<file path="config.mk">
export PLATFORM = sky130hd
export DESIGN_NAME = cp0_exc_ctrl
export DESIGN_NICKNAME = d
export VERILOG_FILES = /design/src/rtl/cp0_exc_ctrl_pkg.sv /design/src/rtl/cp0_exc_ctrl_timer.sv /design/src/rtl/cp0_exc_ctrl.sv
export SDC_FILE = /design/constraint.sdc
export NUM_CORES = 1
export LEC_CHECK = 0
export ABC_AREA = 1
export BUFFER_PORTS_ARGS = -buffer_cell sky130_fd_sc_hd__buf_2
export CORE_ASPECT_RATIO = 0.7
export CORE_MARGIN = 3
export CORE_UTILIZATION = 35
export DETAILED_ROUTE_END_ITERATION = 8
export PLACE_DENSITY = 0.69
export SKIP_LAST_GASP = 1
export SYNTH_ARGS = -nofsm -noshare
export SYNTH_HDL_FRONTEND = slang
export SYNTH_SLANG_ARGS = --single-unit
</file>
<file path="constraint.sdc">
create_clock -name clk -period 2.37 [get_ports clk]
set_clock_uncertainty 0.15 [all_clocks]
set_input_delay 0 -clock clk [delete_from_list [all_inputs] [get_ports clk]]
set_output_delay 0 -clock clk [all_outputs]
set_load 0.05 [all_outputs]
</file>
<file path="src/rtl/cp0_exc_ctrl_pkg.sv">
// Shared CP0 constants: register numbers, ExcCodes, Status/Cause bit positions
// and the exception priority encoder used by cp0_exc_ctrl.
package cp0_exc_ctrl_pkg;

  localparam logic [4:0] CP0_BADVADDR = 5'd8;
  localparam logic [4:0] CP0_COUNT    = 5'd9;
  localparam logic [4:0] CP0_COMPARE  = 5'd11;
  localparam logic [4:0] CP0_STATUS   = 5'd12;
  localparam logic [4:0] CP0_CAUSE    = 5'd13;
  localparam logic [4:0] CP0_EPC      = 5'd14;

  localparam logic [4:0] EXC_INT  = 5'h00;
  localparam logic [4:0] EXC_ADEL = 5'h04;
  localparam logic [4:0] EXC_ADES = 5'h05;
  localparam logic [4:0] EXC_SYS  = 5'h08;
  localparam logic [4:0] EXC_BP   = 5'h09;
  localparam logic [4:0] EXC_RI   = 5'h0A;
  localparam logic [4:0] EXC_OV   = 5'h0C;
  // ERET is not an architectural ExcCode; it only steers the flush/redirect path.
  localparam logic [4:0] EXC_ERET = 5'h1E;
  localparam logic [4:0] EXC_NONE = 5'h1F;

  localparam int ST_IE      = 0;
  localparam int ST_EXL     = 1;
  localparam int CA_BD      = 31;
  localparam int CA_EXC_LO  = 2;
  localparam int CA_EXC_HI  = 6;

  localparam logic [31:0] STATUS_WMASK = 32'h0000_FF03;

  function automatic logic [4:0] pick_exc(
    input logic int_pend, input logic fetch_adel, input logic ri,
    input logic ov, input logic sys, input logic brk, input logic eret,
    input logic adel, input logic ades);
    logic [4:0] code;
    if (int_pend)        code = EXC_INT;
    else if (fetch_adel) code = EXC_ADEL;
    else if (ri)         code = EXC_RI;
    else if (ov)         code = EXC_OV;
    else if (sys)        code = EXC_SYS;
    else if (brk)        code = EXC_BP;
    else if (eret)       code = EXC_ERET;
    else if (adel)       code = EXC_ADEL;
    else if (ades)       code = EXC_ADES;
    else                 code = EXC_NONE;
    return code;
  endfunction

endpackage

</file>
<file path="src/rtl/cp0_exc_ctrl_timer.sv">
// cp0_timer: Count/Compare pair. Count advances every second cycle; timer_int
// latches on a Count==Compare match and is cleared only by a Compare write.
module cp0_timer (
  input  logic        clk,
  input  logic        rst,
  input  logic        count_we_i,
  input  logic        compare_we_i,
  input  logic [31:0] wdata_i,
  output logic [31:0] count_o,
  output logic [31:0] compare_o,
  output logic        timer_int_o
);

  logic        tick_q, tick_d;
  logic [31:0] count_q, count_d, compare_q, compare_d;
  logic        tint_q, tint_d;
  logic        count_upd;

  always_comb begin
    tick_d    = ~tick_q;
    count_d   = count_q;
    compare_d = compare_q;
    tint_d    = tint_q;
    count_upd = 1'b0;
    // A software write to Count takes precedence over the tick increment.
    if (count_we_i) begin
      count_d   = wdata_i;
      count_upd = 1'b1;
    end else if (tick_q) begin
      count_d   = count_q + 32'd1;
      count_upd = 1'b1;
    end
    if (compare_we_i) begin
      compare_d = wdata_i;
      tint_d    = 1'b0;
    end else if (count_upd && (count_d == compare_q)) begin
      tint_d    = 1'b1;
    end
  end

  always_ff @(posedge clk or posedge rst) begin
    if (rst) begin
      tick_q    <= 1'b0;
      count_q   <= 32'd0;
      compare_q <= 32'd0;
      tint_q    <= 1'b0;
    end else begin
      tick_q    <= tick_d;
      count_q   <= count_d;
      compare_q <= compare_d;
      tint_q    <= tint_d;
    end
  end

  assign count_o     = count_q;
  assign compare_o   = compare_q;
  assign timer_int_o = tint_q;

endmodule

</file>
<file path="src/rtl/cp0_exc_ctrl.sv">
// MEM-stage exception responder and CP0 register file (Status/Cause/EPC/BadVAddr).
// Define CP0_TIMER_EN to add the Count/Compare timer (cp0_timer) and its interrupt.
module cp0_exc_ctrl
  import cp0_exc_ctrl_pkg::*;
#(
  parameter logic [31:0] EXC_VECTOR = 32'hBFC0_0380,
  parameter logic [31:0] STATUS_RST = 32'h0040_0000
) (
  input  logic        clk,
  input  logic        rst,
  input  logic [5:0]  int_i,
  input  logic        valid_m_i,
  input  logic [31:0] pc_m_i,
  input  logic        in_delayslot_i,
  input  logic        adel_m_i,
  input  logic        ades_m_i,
  input  logic [31:0] bad_addr_i,
  input  logic        syscall_i,
  input  logic        break_i,
  input  logic        eret_i,
  input  logic        ri_i,
  input  logic        ov_i,
  input  logic        we_i,
  input  logic [4:0]  waddr_i,
  input  logic [31:0] wdata_i,
  input  logic [4:0]  raddr_i,
  output logic [31:0] rdata_o,
  output logic        flush_o,
  output logic [31:0] newpc_o,
  output logic [4:0]  exccode_o,
  output logic [31:0] status_o,
  output logic [31:0] cause_o,
  output logic [31:0] epc_o,
  output logic        timer_int_o
);

  logic [31:0] status_q, status_d, cause_q, cause_d;
  logic [31:0] epc_q, epc_d, badv_q, badv_d;
  logic [31:0] count, compare;
  logic        int_pend, fetch_adel, exc_take, eret_take, wr_en;
  logic [4:0]  code;

  assign int_pend   = status_q[ST_IE] & ~status_q[ST_EXL] & (|(cause_q[15:8] & status_q[15:8]));
  assign fetch_adel = (pc_m_i[1:0] != 2'b00);
  assign code       = valid_m_i ? pick_exc(int_pend, fetch_adel, ri_i, ov_i, syscall_i,
                                           break_i, eret_i, adel_m_i, ades_m_i)
                                : EXC_NONE;
  assign eret_take  = (code == EXC_ERET);
  assign exc_take   = (code != EXC_NONE) && !eret_take;
  assign flush_o    = exc_take | eret_take;
  assign newpc_o    = eret_take ? epc_q : EXC_VECTOR;
  assign exccode_o  = code;
  // An MTC0 in a flushed cycle belongs to a squashed instruction.
  assign wr_en      = we_i & ~flush_o;

`ifdef CP0_TIMER_EN
  cp0_timer u_timer (
    .clk          (clk),
    .rst          (rst),
    .count_we_i   (wr_en && (waddr_i == CP0_COUNT)),
    .compare_we_i (wr_en && (waddr_i == CP0_COMPARE)),
    .wdata_i      (wdata_i),
    .count_o      (count),
    .compare_o    (compare),
    .timer_int_o  (timer_int_o)
  );
`else
  assign count       = 32'd0;
  assign compare     = 32'd0;
  assign timer_int_o = 1'b0;
`endif

  always_comb begin
    status_d = status_q;
    cause_d  = cause_q;
    epc_d    = epc_q;
    badv_d   = badv_q;
    cause_d[15:10] = {int_i[5] | timer_int_o, int_i[4:0]};
    if (exc_take) begin
      if (!status_q[ST_EXL]) begin
        epc_d          = in_delayslot_i ? (pc_m_i - 32'd4) : pc_m_i;
        cause_d[CA_BD] = in_delayslot_i;
      end
      status_d[ST_EXL]                = 1'b1;
      cause_d[CA_EXC_HI:CA_EXC_LO]    = code;
      // ExcCode 4 with a misaligned PC can only mean the fetch check won.
      if ((code == EXC_ADEL) && fetch_adel)            badv_d = pc_m_i;
      else if ((code == EXC_ADEL) || (code == EXC_ADES)) badv_d = bad_addr_i;
    end else if (eret_take) begin
      status_d[ST_EXL] = 1'b0;
    end else if (wr_en) begin
      case (waddr_i)
        CP0_STATUS: status_d = (status_q & ~STATUS_WMASK) | (wdata_i & STATUS_WMASK);
        CP0_CAUSE:  cause_d[9:8] = wdata_i[9:8];
        CP0_EPC:    epc_d = wdata_i;
        default:    ;
      endcase
    end
  end

  always_ff @(posedge clk or posedge rst) begin
    if (rst) begin
      status_q <= STATUS_RST;
      cause_q  <= 32'd0;
      epc_q    <= 32'd0;
      badv_q   <= 32'd0;
    end else begin
      status_q <= status_d;
      cause_q  <= cause_d;
      epc_q    <= epc_d;
      badv_q   <= badv_d;
    end
  end

  always_comb begin
    case (raddr_i)
      CP0_BADVADDR: rdata_o = badv_q;
      CP0_COUNT:    rdata_o = count;
      CP0_COMPARE:  rdata_o = compare;
      CP0_STATUS:   rdata_o = status_q;
      CP0_CAUSE:    rdata_o = cause_q;
      CP0_EPC:      rdata_o = epc_q;
      default:      rdata_o = 32'd0;
    endcase
  end

  assign status_o = status_q;
  assign cause_o  = cause_q;
  assign epc_o    = epc_q;

endmodule

</file>
==> impl.org <==
** Synthesis
- Most common library cells after synthesis :: nand2_1 (316), inv_1 (121), nor2_1 (92)
- For this run, the number of Yosys warnings is 0.
- Area contributors post-synth :: dfrtp_1 (36%), nand2_1 (19%), inv_1 (7.3%), o21ai_0 (7.1%), nor2_1 (5.6%)
- Counting every instance in the synthesized netlist gives approximately 940.
- The most common cell in the synthesized netlist is nand2_1.
- Share of async-settable or async-resettable flops after synthesis :: 1.00
- After synthesis the netlist holds a flip-flop and latch count of 88.
- Avg Synthesized Cell Area :: 6.57 um2
- Library cell occupying the most area in the post-synthesis netlist :: dfrtp_1
- Flip-flop cell with the highest count after synthesis :: dfrtp_1
- Netlist area before placement :: just over 6000 um2
- Number of distinct library cell variants in the gate-level netlist after synthesis :: 34
- For this run, the register share of the synthesized area comes to 0.356.
- Number of enable flip-flop cells after synthesis :: 0
- Area share of the largest cell type after synthesis :: 0.356

** Final layout
- The multi-input combinational cells in the finished layout cover a total of ~3200 um2.
- Synth-to-layout area growth :: 45.0%
- Number of diodes :: 0
- Flip-flop and latch area :: about 2200 um2
- Layout cells sized above 1 :: 0.250
- Post-layout nets :: 1413
- The filler cells instantiated in the layout total 1772.
- Final cell count without fillers :: 1524
- Post-Route Utilization :: 0.520

** Drt
- After detailed routing, the number of vias per cell comes to approximately 4.9.
- Final wirelength :: approximately 27000 um
- For this block, the initial DRC count from the detailed router was approximately 860.
- After detailed routing, the average wire length per cell comes to 17.6 um.
- In this run the remaining antenna-violating nets after routing total 0.
- Total number of vias :: approximately 7500
- For this run, design rule violations remaining after detail routing come to 0.
- The first TritonRoute pass finished after 5 iterations.

** GRT
- The first global-routing pass estimated between 30000 and 40000 um of wire.
- The number of antenna violations at the first check in global routing is 2.
- The number of global-route vias before repair came to between 6000 and 7000.
- Total global routing overflow :: 0
- Global-route usage over all layers :: 0.266
- Maximum number of pins on one net before global-route repair :: 64

** Setup path
- STA classifies the critical path endpoint as a flop.
- Of all nets on the critical path, the largest fanout is 2.
- Req. time, crit path :: between 2000 and 3000 ps
- Cell type with the highest occurrence count on the critical path :: dlygate4sd3_1
- Ordered list of cells on the worst path :: dlygate4sd3_1 -> buf_2 -> nor3_1 -> dlygate4sd3_1 -> inv_1 -> nor2_1 -> nand3_1 -> dlygate4sd3_1 -> nand3_1
- On the critical path, the stage with the largest delay is an instance of dlygate4sd3_1.
- Delay of the slowest cell on the worst path :: a little over 600 ps
- The critical path is of the in -> reg type.
- Crit start category :: input port
- CP arrival :: 2450 ps

** Timing
- Setup repair after global routing missed its margin :: yes
- Count of final max-slew check failures :: 0
- The routed design could run at a clock period as short as 2310 ps.
- After routing, the total negative slack on setup checks comes to 0 ps.
- Derived from the worst setup path, the maximum achievable clock frequency is ~430 MHz.
- Setup violations remaining at the end of the flow were counted as 0.
- In the finished design, the share of the clock period the worst path needs comes to 0.977.
- For the pin with the worst max-slew slack, the measured transition is approximately 760 ps.
- Headroom to the max-slew limit came out at 0.485.
- Final hold analysis gives a worst-case slack of about 14 ps.
- The number of endpoints with negative hold slack in the final report is 0.

** Clocking
- The clock net in this run drives a total of roughly 90 sinks.
- CTS H-Tree Depth :: 3
- The clock passes through at most 2 buffers.
- After clock tree synthesis, the clock-pin slew on the worst setup and hold paths is about 70 ps.
- Clock tree synthesis selected as its root buffer the cell clkbuf_16.
- TritonCTS built the clock tree.
- TritonCTS buffer count :: 9
- Clock latency on the worst-skew pair :: between 300 and 400 ps

** Hold path
- The path class of the tightest hold or removal check is in -> reg.

** Power
- For this design the ratio of total power to cell area is roughly 600 nW/um2.
- Power Total :: ~5500 uW
- Across the VDD grid, the largest voltage drop is approximately 0.3 mV.
- Summed over all cells, the static leakage comes to 0.00489 uW.

** Floorplanning
- Effective utilization at floorplan :: 0.358
- The die is 117 um tall.
- The floorplan step defined a die boundary enclosing 19300 um2.
- Number of top-level pins :: around 290
- Core Box Area :: around 17000 um2
- In this run the core area contains 40 standard-cell rows.
- The die is roughly 160 um wide.

** Placement
- Post-detail-place hpwl :: just over 20000 um
- Routability-driven placement congestion ratio :: around 0.93
- Number of port buffers :: about 250
- The number of placed instances, taps included, is 1406.

** Outcome
- Result of the run :: complete, no violations

** Run
- Count of maximum capacitance violations :: 0
==> worst max-delay path: cells and delay by family <==
family | cells | cell delay, ps
buf+inv | 5 | 1940
simple gates | 4 | 520
==> logic make-up (layout without fill, tap and decap cells) <==
logic type,count (synthesis),count (layout),share of synthesized area
XOR/XNOR,17,17,0.0241
flip-flops,88,88,0.356
AO/OA/AOI/OAI,133,133,0.126
AND/OR/NAND/NOR,497,497,0.329
adder cells (fa/ha/maj),1,1,0.00202
other,2,41,0.00121
buffers and inverters,204,516,0.162
==> worst paths after layout <==
path | startpoint | slack [ps] | depth (start not counted) | endpoint
min reg2reg | badv_q[10]$_DFFE_PP0P_ | 340 | 2 | badv_q[10]$_DFFE_PP0P_
max in group asynchronous | rst | 1290 | 4 | status_o[9]$_DFFE_PP0P_
min in group asynchronous | rst | 130 | 3 | status_o[10]$_DFFE_PP0P_
min | pc_m_i[3] | 10 | 5 | badv_q[3]$_DFFE_PP0P_
max | waddr_i[4] | 60 | 9 | status_o[1]$_DFFE_PP0P_
max reg2reg | status_o[1]$_DFFE_PP0P_ | 140 | 9 | epc_o[11]$_DFFE_PP0P_
==> cell type report <==
| cell class | instances | share of cell area |
|---|---|---|
| clock buffers | 9 | 0.0251 |
| clock inverters | 7 | 0.00655 |
| inverters | 124 | 0.0527 |
| multi-input cells | 689 | 0.353 |
| flip-flops and latches | 88 | 0.245 |
| well taps | 231 | 0.0322 |
| repair buffers | 376 | 0.285 |
==> where the power goes <==
group          switching [uW]  total (uW)  internal (uW)
Sequential                162        1880           1720
Combinational            1590        2180            583
Clock                     668        1400            732
Total                    2420        5460           3040
==> routing by layer <==
layer	vias up	share of wire	global-route usage	routed length [um]
li1	3587	-	-	-
met1	3469	0.47	0.405	12600
met2	402	0.41	0.370	11000
met3	53	0.10	0.0686	2680
met4	4	0.022	0.0709	581
met5	-	0.00078	0	21
==> layout by cell type (no fill, tap or decap), drive strengths merged <==
cell / n
o22ai: 15
clkbuf: 9
o21a: 1
o21bai: 1
nor2: 93
xor2: 17
nand3: 64
dfrtp: 88
conb: 41
a21oi: 6
dlygate4sd3: 99
o221ai: 9
nor4: 1
o21ai: 92
o2111ai: 8
clkinv: 1
inv: 127
nand3b: 1
nand2: 321
nand4: 10
buf: 277
o211a: 1
clkinvlp: 3
ha: 1
nor3: 7
==> state kept, by name, indices dropped and copies added (netlist names) <==
register  flops
badv_q       32
epc_o        32
cause_o      14
status_o     10
==> stage by stage <==
step	setup slack, ps	area (um2)
finish	55.2	8970
global route	-3.55	8970
CTS	0.917	8920
detailed placement	11.0	7610
global placement	96.3	7610
floorplan	-153	6370
==> timing repair <==
action                                  4_1_cts  5_1_grt
setup buffers                                 2        1
endpoints found under the hold margin       111        0
pin swaps                                     1        1
endpoints found under the setup margin       33       43
hold buffers                                 99        0
resized for setup                             2       31
(Power assumes the default switching activity.)
